File: config.mk
export PLATFORM = sky130hd
export DESIGN_NAME = recirc_demux_param
export DESIGN_NICKNAME = d
export VERILOG_FILES = /design/src/rtl/recirc_demux_param.sv
export SDC_FILE = /design/constraint.sdc
export NUM_CORES = 1
export LEC_CHECK = 0
export ABC_AREA = 0
export BUFFER_PORTS_ARGS = -buffer_cell sky130_fd_sc_hd__buf_2
export CAP_MARGIN = 40
export CORE_AREA = 2 2 112 114
export CTS_CLUSTER_SIZE = 24
export DETAILED_ROUTE_END_ITERATION = 10
export DIE_AREA = 0 0 114 116
export PLACE_DENSITY = 0.69
export SLEW_MARGIN = 20
export SYNTH_ARGS = -nofsm -noshare
export SYNTH_HDL_FRONTEND = slang
export SYNTH_SLANG_ARGS = --single-unit
File: constraint.sdc
create_clock -name clk_f -period 2.1 [get_ports clk_f]
set_input_delay 0 -clock clk_f [delete_from_list [all_inputs] [get_ports clk_f]]
set_output_delay 0 -clock clk_f [all_outputs]
set_load 0.01 [all_outputs]
File: src/rtl/recirc_demux_param.sv
// rtl/recirc_demux_param.sv - recirculate-then-demux lane router with per-lane A/B toggles
module recirc_demux_param #(
    parameter int LANES       = 4,
    parameter int DATA_W      = 8,
    parameter int RECIRC_LEN  = 4,
    parameter int IDLE_THRESH = 2
) (
    input  logic                      clk_f,
    input  logic                      reset,
    input  logic [LANES*DATA_W-1:0]   data_in,
    input  logic [LANES-1:0]          valid_in,
    output logic [LANES*DATA_W-1:0]   data_r,
    output logic [LANES-1:0]          valid_r,
    output logic [LANES*DATA_W-1:0]   data_a,
    output logic [LANES*DATA_W-1:0]   data_b,
    output logic [LANES-1:0]          valid_a,
    output logic [LANES-1:0]          valid_b,
    output logic                      idle_out,
    output logic                      active_out
);

    typedef enum logic [1:0] {
        ST_RESET  = 2'd0,
        ST_RECIRC = 2'd1,
        ST_IDLE   = 2'd2,
        ST_ACTIVE = 2'd3
    } state_t;

    localparam logic [7:0] RECIRC_LAST = 8'(RECIRC_LEN - 1);
    localparam logic [8:0] QUIET_LIMIT = 9'(IDLE_THRESH);

    state_t                    state_q, state_d;
    logic [7:0]                cnt_q, cnt_d;
    logic [7:0]                quiet_q, quiet_d;
    logic [LANES-1:0]          tog_q, tog_d;
    logic [LANES*DATA_W-1:0]   data_r_q, data_r_d;
    logic [LANES-1:0]          valid_r_q, valid_r_d;
    logic [LANES*DATA_W-1:0]   data_a_q, data_a_d;
    logic [LANES*DATA_W-1:0]   data_b_q, data_b_d;
    logic [LANES-1:0]          valid_a_q, valid_a_d;
    logic [LANES-1:0]          valid_b_q, valid_b_d;
    logic                      idle_q, active_q;
    logic                      demux;

    always_ff @(posedge clk_f or negedge reset) begin
        if (!reset) begin
            state_q   <= ST_RESET;
            cnt_q     <= '0;
            quiet_q   <= '0;
            tog_q     <= '0;
            data_r_q  <= '0;
            valid_r_q <= '0;
            data_a_q  <= '0;
            data_b_q  <= '0;
            valid_a_q <= '0;
            valid_b_q <= '0;
            idle_q    <= 1'b0;
            active_q  <= 1'b0;
        end else begin
            state_q   <= state_d;
            cnt_q     <= cnt_d;
            quiet_q   <= quiet_d;
            tog_q     <= tog_d;
            data_r_q  <= data_r_d;
            valid_r_q <= valid_r_d;
            data_a_q  <= data_a_d;
            data_b_q  <= data_b_d;
            valid_a_q <= valid_a_d;
            valid_b_q <= valid_b_d;
            idle_q    <= (state_d == ST_IDLE);
            active_q  <= (state_d == ST_ACTIVE);
        end
    end

    always_comb begin
        state_d   = state_q;
        cnt_d     = cnt_q;
        quiet_d   = quiet_q;
        tog_d     = tog_q;
        data_r_d  = data_r_q;
        valid_r_d = '0;
        data_a_d  = data_a_q;
        data_b_d  = data_b_q;
        valid_a_d = '0;
        valid_b_d = '0;
        demux     = 1'b0;

        case (state_q)
            ST_RESET: begin
                state_d = ST_RECIRC;
                cnt_d   = '0;
                tog_d   = '0;
            end
            ST_RECIRC: begin
                data_r_d  = data_in;
                valid_r_d = valid_in;
                data_a_d  = '0;
                data_b_d  = '0;
                tog_d     = '0;
                if (cnt_q == RECIRC_LAST) begin
                    state_d = ST_IDLE;
                    cnt_d   = '0;
                end else begin
                    cnt_d = cnt_q + 8'd1;
                end
            end
            ST_IDLE: begin
                // The waking word is routed in the same cycle so nothing is lost on entry.
                if (|valid_in) begin
                    demux   = 1'b1;
                    state_d = ST_ACTIVE;
                    quiet_d = '0;
                end
            end
            ST_ACTIVE: begin
                demux = 1'b1;
                if (|valid_in) begin
                    quiet_d = '0;
                end else if (({1'b0, quiet_q} + 9'd1) == QUIET_LIMIT) begin
                    state_d = ST_IDLE;
                    quiet_d = '0;
                end else begin
                    quiet_d = quiet_q + 8'd1;
                end
            end
            default: state_d = ST_RESET;
        endcase

        if (demux) begin
            for (int k = 0; k < LANES; k++) begin
                if (valid_in[k]) begin
                    if (tog_q[k]) begin
                        data_b_d[k*DATA_W +: DATA_W] = data_in[k*DATA_W +: DATA_W];
                        valid_b_d[k]                 = 1'b1;
                    end else begin
                        data_a_d[k*DATA_W +: DATA_W] = data_in[k*DATA_W +: DATA_W];
                        valid_a_d[k]                 = 1'b1;
                    end
                    tog_d[k] = ~tog_q[k];
                end
            end
        end
    end

    assign data_r     = data_r_q;
    assign valid_r    = valid_r_q;
    assign data_a     = data_a_q;
    assign data_b     = data_b_q;
    assign valid_a    = valid_a_q;
    assign valid_b    = valid_b_q;
    assign idle_out   = idle_q;
    assign active_out = active_q;

endmodule

**Yosys cells after proc, flatten, opt, wreduce, memory -nomap -nowiden**

Index checks and enable logic that the tools add are counted.

- Flip-flop bits (word level): 132
- Bits in latches: 0
- Memory bits (writable): 0
- Bits in read-only memories: 0
- Bits of input ports: 38
- Output and inout bits: 110
- Word-level logic and storage cells: 91
- Memories kept: 0

- Add/subtract/negate cells: 3
- Multiply operators: 0
- Divide/modulo/power cells: 0
- Magnitude comparators: 0
- Eq/ne operators: 8
- Shift operators: 0
- Mux-type cells: 58
- Bitwise logic cells: 4
- Reduce and logical (&&, ||, !) cells: 6

Operators with widths:

| kind | count |
|---|---|
| $mux W8 | 20 |
| $mux W32 | 4 |
| $pmux W8 S2 | 2 |
| $mux W1 | 21 |
| $mux W4 | 5 |
| $add A8 B1 Y8 const B | 2 |
| $add A8 B1 Y9 const B | 1 |
| $eq A9 B2 Y1 const B | 1 |
| $eq A2 B2 Y1 const B | 4 |
| $eq A8 B2 Y1 const B | 1 |
| $mux W2 | 4 |
| $pmux W2 S4 | 1 |
| $not A1 Y1 | 4 |
| $reduce_bool A2 Y1 | 2 |
| $reduce_or A4 Y1 | 1 |
| $eq A2 B1 Y1 const B | 1 |
| $logic_not A2 Y1 | 1 |
| $ne A2 B2 Y1 const B | 1 |
| $pmux W1 S2 | 1 |
| $reduce_and A2 Y1 | 1 |
| $reduce_or A2 Y1 | 1 |

**Logic depth before layout (Yosys ltp)**

- Word-level depth: 6
- Depth in mapped cells: 7
- Depth with buffers taken out: 5

**Worst setup path after synthesis**

Ideal clock, no wire load.

- Path kind: flip-flop to flip-flop
- Start point: register quiet_q[0]
- End point: register state_q[0]
- Setup time: 0.140 ns
- Arrival time: 1.347 ns
- Setup slack: 0.613 ns
- Stages on the path, launching flop included: 6
- Path buffers: 0
- Cell sequence: dfrtp_1 ha_1 a21boi_0 a21oi_1 o41ai_1 a31oi_1

- Cells in the longest elaborated chain, start to end: 5

Ends and longest elaborated chain:

| what | line | source |
|---|---|---|
| from (decl) | 34 | `logic [7:0] quiet_q, quiet_d;` |
| from (signal assigned) | 62 | `quiet_q <= quiet_d;` |
| $add A8 B1 Y9 | 119 | `end else if (({1'b0, quiet_q} + 9'd1) == QUIET_LIMIT) begin` |
| $eq A9 B2 Y1 | 119 |  |
| $mux W2 | 119 |  |
| $mux W2 | 117 | `if (\|valid_in) begin` |
| $pmux W2 S4 | 88 | `case (state_q)` |
| net state_d[0] | 32 | `state_t state_q, state_d;` |
| to (signal assigned) | 60 | `state_q <= state_d;` |
| to (decl) | 32 |  |

The timed path passes the listed nets, and every way through them passes these cells.
A chain may end at the register's enable or synchronous reset.

**Worst setup path after layout**

- Start point: register quiet_q[0]
- End point: register idle_q, in the netlist idle_out

- Cells in the longest elaborated chain, start to end: 6

Ends and longest elaborated chain:

| what | line | source |
|---|---|---|
| $add A8 B1 Y9 | 119 |  |
| $eq A9 B2 Y1 | 119 |  |
| $mux W2 | 119 |  |
| $mux W2 | 117 |  |
| $pmux W2 S4 | 88 |  |
| $eq A2 B2 Y1 | 70 | `idle_q <= (state_d == ST_IDLE);` |
| to (signal assigned) | 70 |  |
| to (decl) | 42 | `logic idle_q, active_q;` |

No other way between the ends.

==> flow_metrics.env <==
export IMPL_dpl_cell_count=846
export IMPL_final_cell_mix="242 x nand2_1, 146 x buf_2, 132 x dfrtp_1"
export IMPL_ys_seq_area_frac=0.629
export IMPL_io_pin_count=148
export IMPL_cts_made_buffers=17
export IMPL_yosysUniqueCellTypes=39
export IMPL_antenna_found_initial=0
export IMPL_power_total_uw=9090
export IMPL_yosysWarningCount=0
export IMPL_syn_nets=603
export IMPL_ctsResizeCount=0
export IMPL_cts_hold_fix_buffers=37
export IMPL_syn_avg_cell_area_um2=9.34
export IMPL_dieArea_mm2=0.0132
export IMPL_postCtsSetupRepairBufs=0
export IMPL_dpl_hpwl_um=9140
export IMPL_ff2ff_path_depth=5
export IMPL_pwr_density_cell_mw_per_mm2=1260
export IMPL_cellLeakagePower_uw=0.00379
export IMPL_reg2reg_to="idle_out"
export IMPL_required_ns=2.44
export IMPL_numClockSinks=132
export IMPL_drt_iter0_markers=430
export IMPL_grt_pass1_wl_um=21900
export IMPL_grt_max_degree=72
export IMPL_critPathMaxFanout=6
export IMPL_port_buffers=147
export IMPL_syn_inst=562
export IMPL_whs_ns=0.102
export IMPL_cp_start_kind="register"
export IMPL_vias=4683
export IMPL_finalHoldViolCount=0
export IMPL_setup_violations=0
export IMPL_cts_tree="done"
export IMPL_route_detailed_drc=0
export IMPL_wirelength_um=13700
export IMPL_die_width_um=114
export IMPL_clkTransAtPathRegs_ns=0.06
export IMPL_outcome="completed"
export IMPL_stdcell_count=913
export IMPL_ys_ff_latch=132
export IMPL_drv_cap=0
export IMPL_final_common_cell="nand2_1"
export IMPL_min_period_over_period=0.820
export IMPL_dr_pass1_iters=5
export IMPL_cp_arrival_ns=2.06
export IMPL_cts_root_buf="clkbuf_16"
export IMPL_max_clock_freq_mhz=581
export IMPL_die_height_um=116
export IMPL_first_global_vias=4418
export IMPL_ir_worst_vdd_mv=0.553
export IMPL_globalplace_congestion=0.893
export IMPL_max_slew_margin_rel=0.630
export IMPL_wl_per_cell_um=15.1
export IMPL_reg2reg_setup_slack_ns=0.38
export IMPL_crit_path_end_kind="register"
export IMPL_area_growth_pct=37.6
export IMPL_worstSkewPairLatency_ns=0.41
export IMPL_grt_ovfl_total=0
export IMPL_nets=796
export IMPL_hp_class="primary input to async pin"
export IMPL_track_usage=0.210
export IMPL_htreeDepth=4
export IMPL_detail_route_vias_per_cell=5.13
export IMPL_fp_row_count=40
export IMPL_final_min_clock_period_ns=1.72
export IMPL_drtAntennaViolNets=0
export IMPL_slew_violations=0
export IMPL_tightest_slew_ns=0.551
export IMPL_core_mm2=0.0119
export IMPL_cts_buffer_depth=2
export IMPL_clock_skew_ns=0.0126
export IMPL_crit_type="register to register"
export IMPL_drive_above_1_share=0.255
export IMPL_rr_startpoint="quiet_q[0]"
export IMPL_fin_setup_tns_ns=0
export IMPL_synth_area_mm2=0.00525
export IMPL_rsz0062_at_grt="no"
export IMPL_start_util=0.441
flip-flops by register name, indices dropped and copies added, names as in the netlist:
name and flops:
data_a 32, data_b 32, data_r 32, cnt_q 8, quiet_q 8, tog_q 4, valid_a 4, valid_b 4
valid_r 4, state_q 2, active_out 1, idle_out 1
routing by layer:
layer	wire [um]	GRT usage
met1	5870	0.274
met2	7060	0.353
met3	648	0.0502
met5	0	0
met4	174	0.0626
logic make-up after synthesis:
logic type	share of synthesized area
AO/OA/AOI/OAI	0.0715
XOR/XNOR	0.00834
adder cells (fa/ha/maj)	0.00715
buffers and inverters	0.0226
flip-flops	0.629
multiplexers	0.00405
AND/OR/NAND/NOR	0.257
how the worst max path moves through the flow:
| stage | startpoint | to | slack (ns) | cells after the start |
|---|---|---|---|---|
| global route | quiet_q[0] | active_out | 0.15 | 5 |
| finish | quiet_q[0] | idle_out | 0.38 | 5 |
| detailed placement | state_q[1] | data_b[21] | 0.40 | 5 |
| CTS | state_q[1] | data_b[21] | 0.40 | 5 |
| floorplan | quiet_q[0] | state_q[0] | 0.61 | 5 |
| global placement | state_q[1] | data_b[21] | 0.43 | 5 |
Yosys cell counts:
master | n | area share
and2_1 | 4 | 0.0048
nand3_2 | 1 | 0.0019
o21a_1 | 1 | 0.0014
mux2i_1 | 1 | 0.0019
nor2b_1 | 2 | 0.0024
a21oi_1 | 7 | 0.0067
o41ai_1 | 1 | 0.0017
buf_1 | 3 | 0.0021
ha_1 | 3 | 0.0071
a21boi_0 | 1 | 0.0014
o21ai_2 | 1 | 0.0017
and3_1 | 4 | 0.0048
o31ai_1 | 2 | 0.0029
nand3_1 | 43 | 0.041
nor3_1 | 3 | 0.0029
o21ai_0 | 46 | 0.044
a211oi_1 | 1 | 0.0014
nor4_4 | 1 | 0.0041
a21oi_2 | 1 | 0.0017
mux2_2 | 1 | 0.0021
o211ai_1 | 1 | 0.0014
nor3b_1 | 1 | 0.0014
nor2_1 | 13 | 0.0093
xnor2_1 | 5 | 0.0083
nand2_1 | 242 | 0.17
nand2b_1 | 1 | 0.0012
or3_1 | 2 | 0.0024
a31oi_1 | 2 | 0.0024
or4_1 | 1 | 0.0014
a31o_2 | 1 | 0.0017
nand4_1 | 2 | 0.0024
a22o_1 | 2 | 0.0033
dfrtp_1 | 132 | 0.63
buf_2 | 5 | 0.0048
clkbuf_1 | 14 | 0.010
or4_4 | 1 | 0.0021
clkinv_1 | 4 | 0.0029
nor4_1 | 2 | 0.0024
inv_1 | 4 | 0.0029
worst max-delay path: stages (launching register included):
cell and delay [ns]:
dfrtp_1 0.44, ha_1 0.26, a21boi_0 0.19, a21oi_1 0.10, o41ai_1 0.44, a31o_2 0.23
power breakdown:
group	leakage (uW)	total (uW)	switching (uW)	internal, uW
Sequential	0.00163	3650	404	3250
Combinational	0.00184	2180	1300	887
Clock	0.000309	3250	1050	2210
Total	0.00379	9090	2750	6340
cell type report:
cell class                 instances  area (um^2)
fill                             999         4680
sequential                       132         3300
multi-input combinational        400         1840
timing repair buffer             196         1220
clock buffer                      19          433
clock inverter                    10          206
tap                              147          184
inverter                           8         30.0
antenna                            1         2.50
through the flow:
stage | setup slack [ns] | area (um^2) | utilization
6_report | 0.378 | 7230 | 0.607
2_1_floorplan | 0.613 | 5250 | -
3_3_place_gp | 0.432 | 6210 | 0.522
3_5_place_dp | 0.404 | 6210 | 0.522
5_1_grt | 0.147 | 7220 | 0.607
4_1_cts | 0.399 | 7220 | 0.607
(Power assumes the default switching activity.)
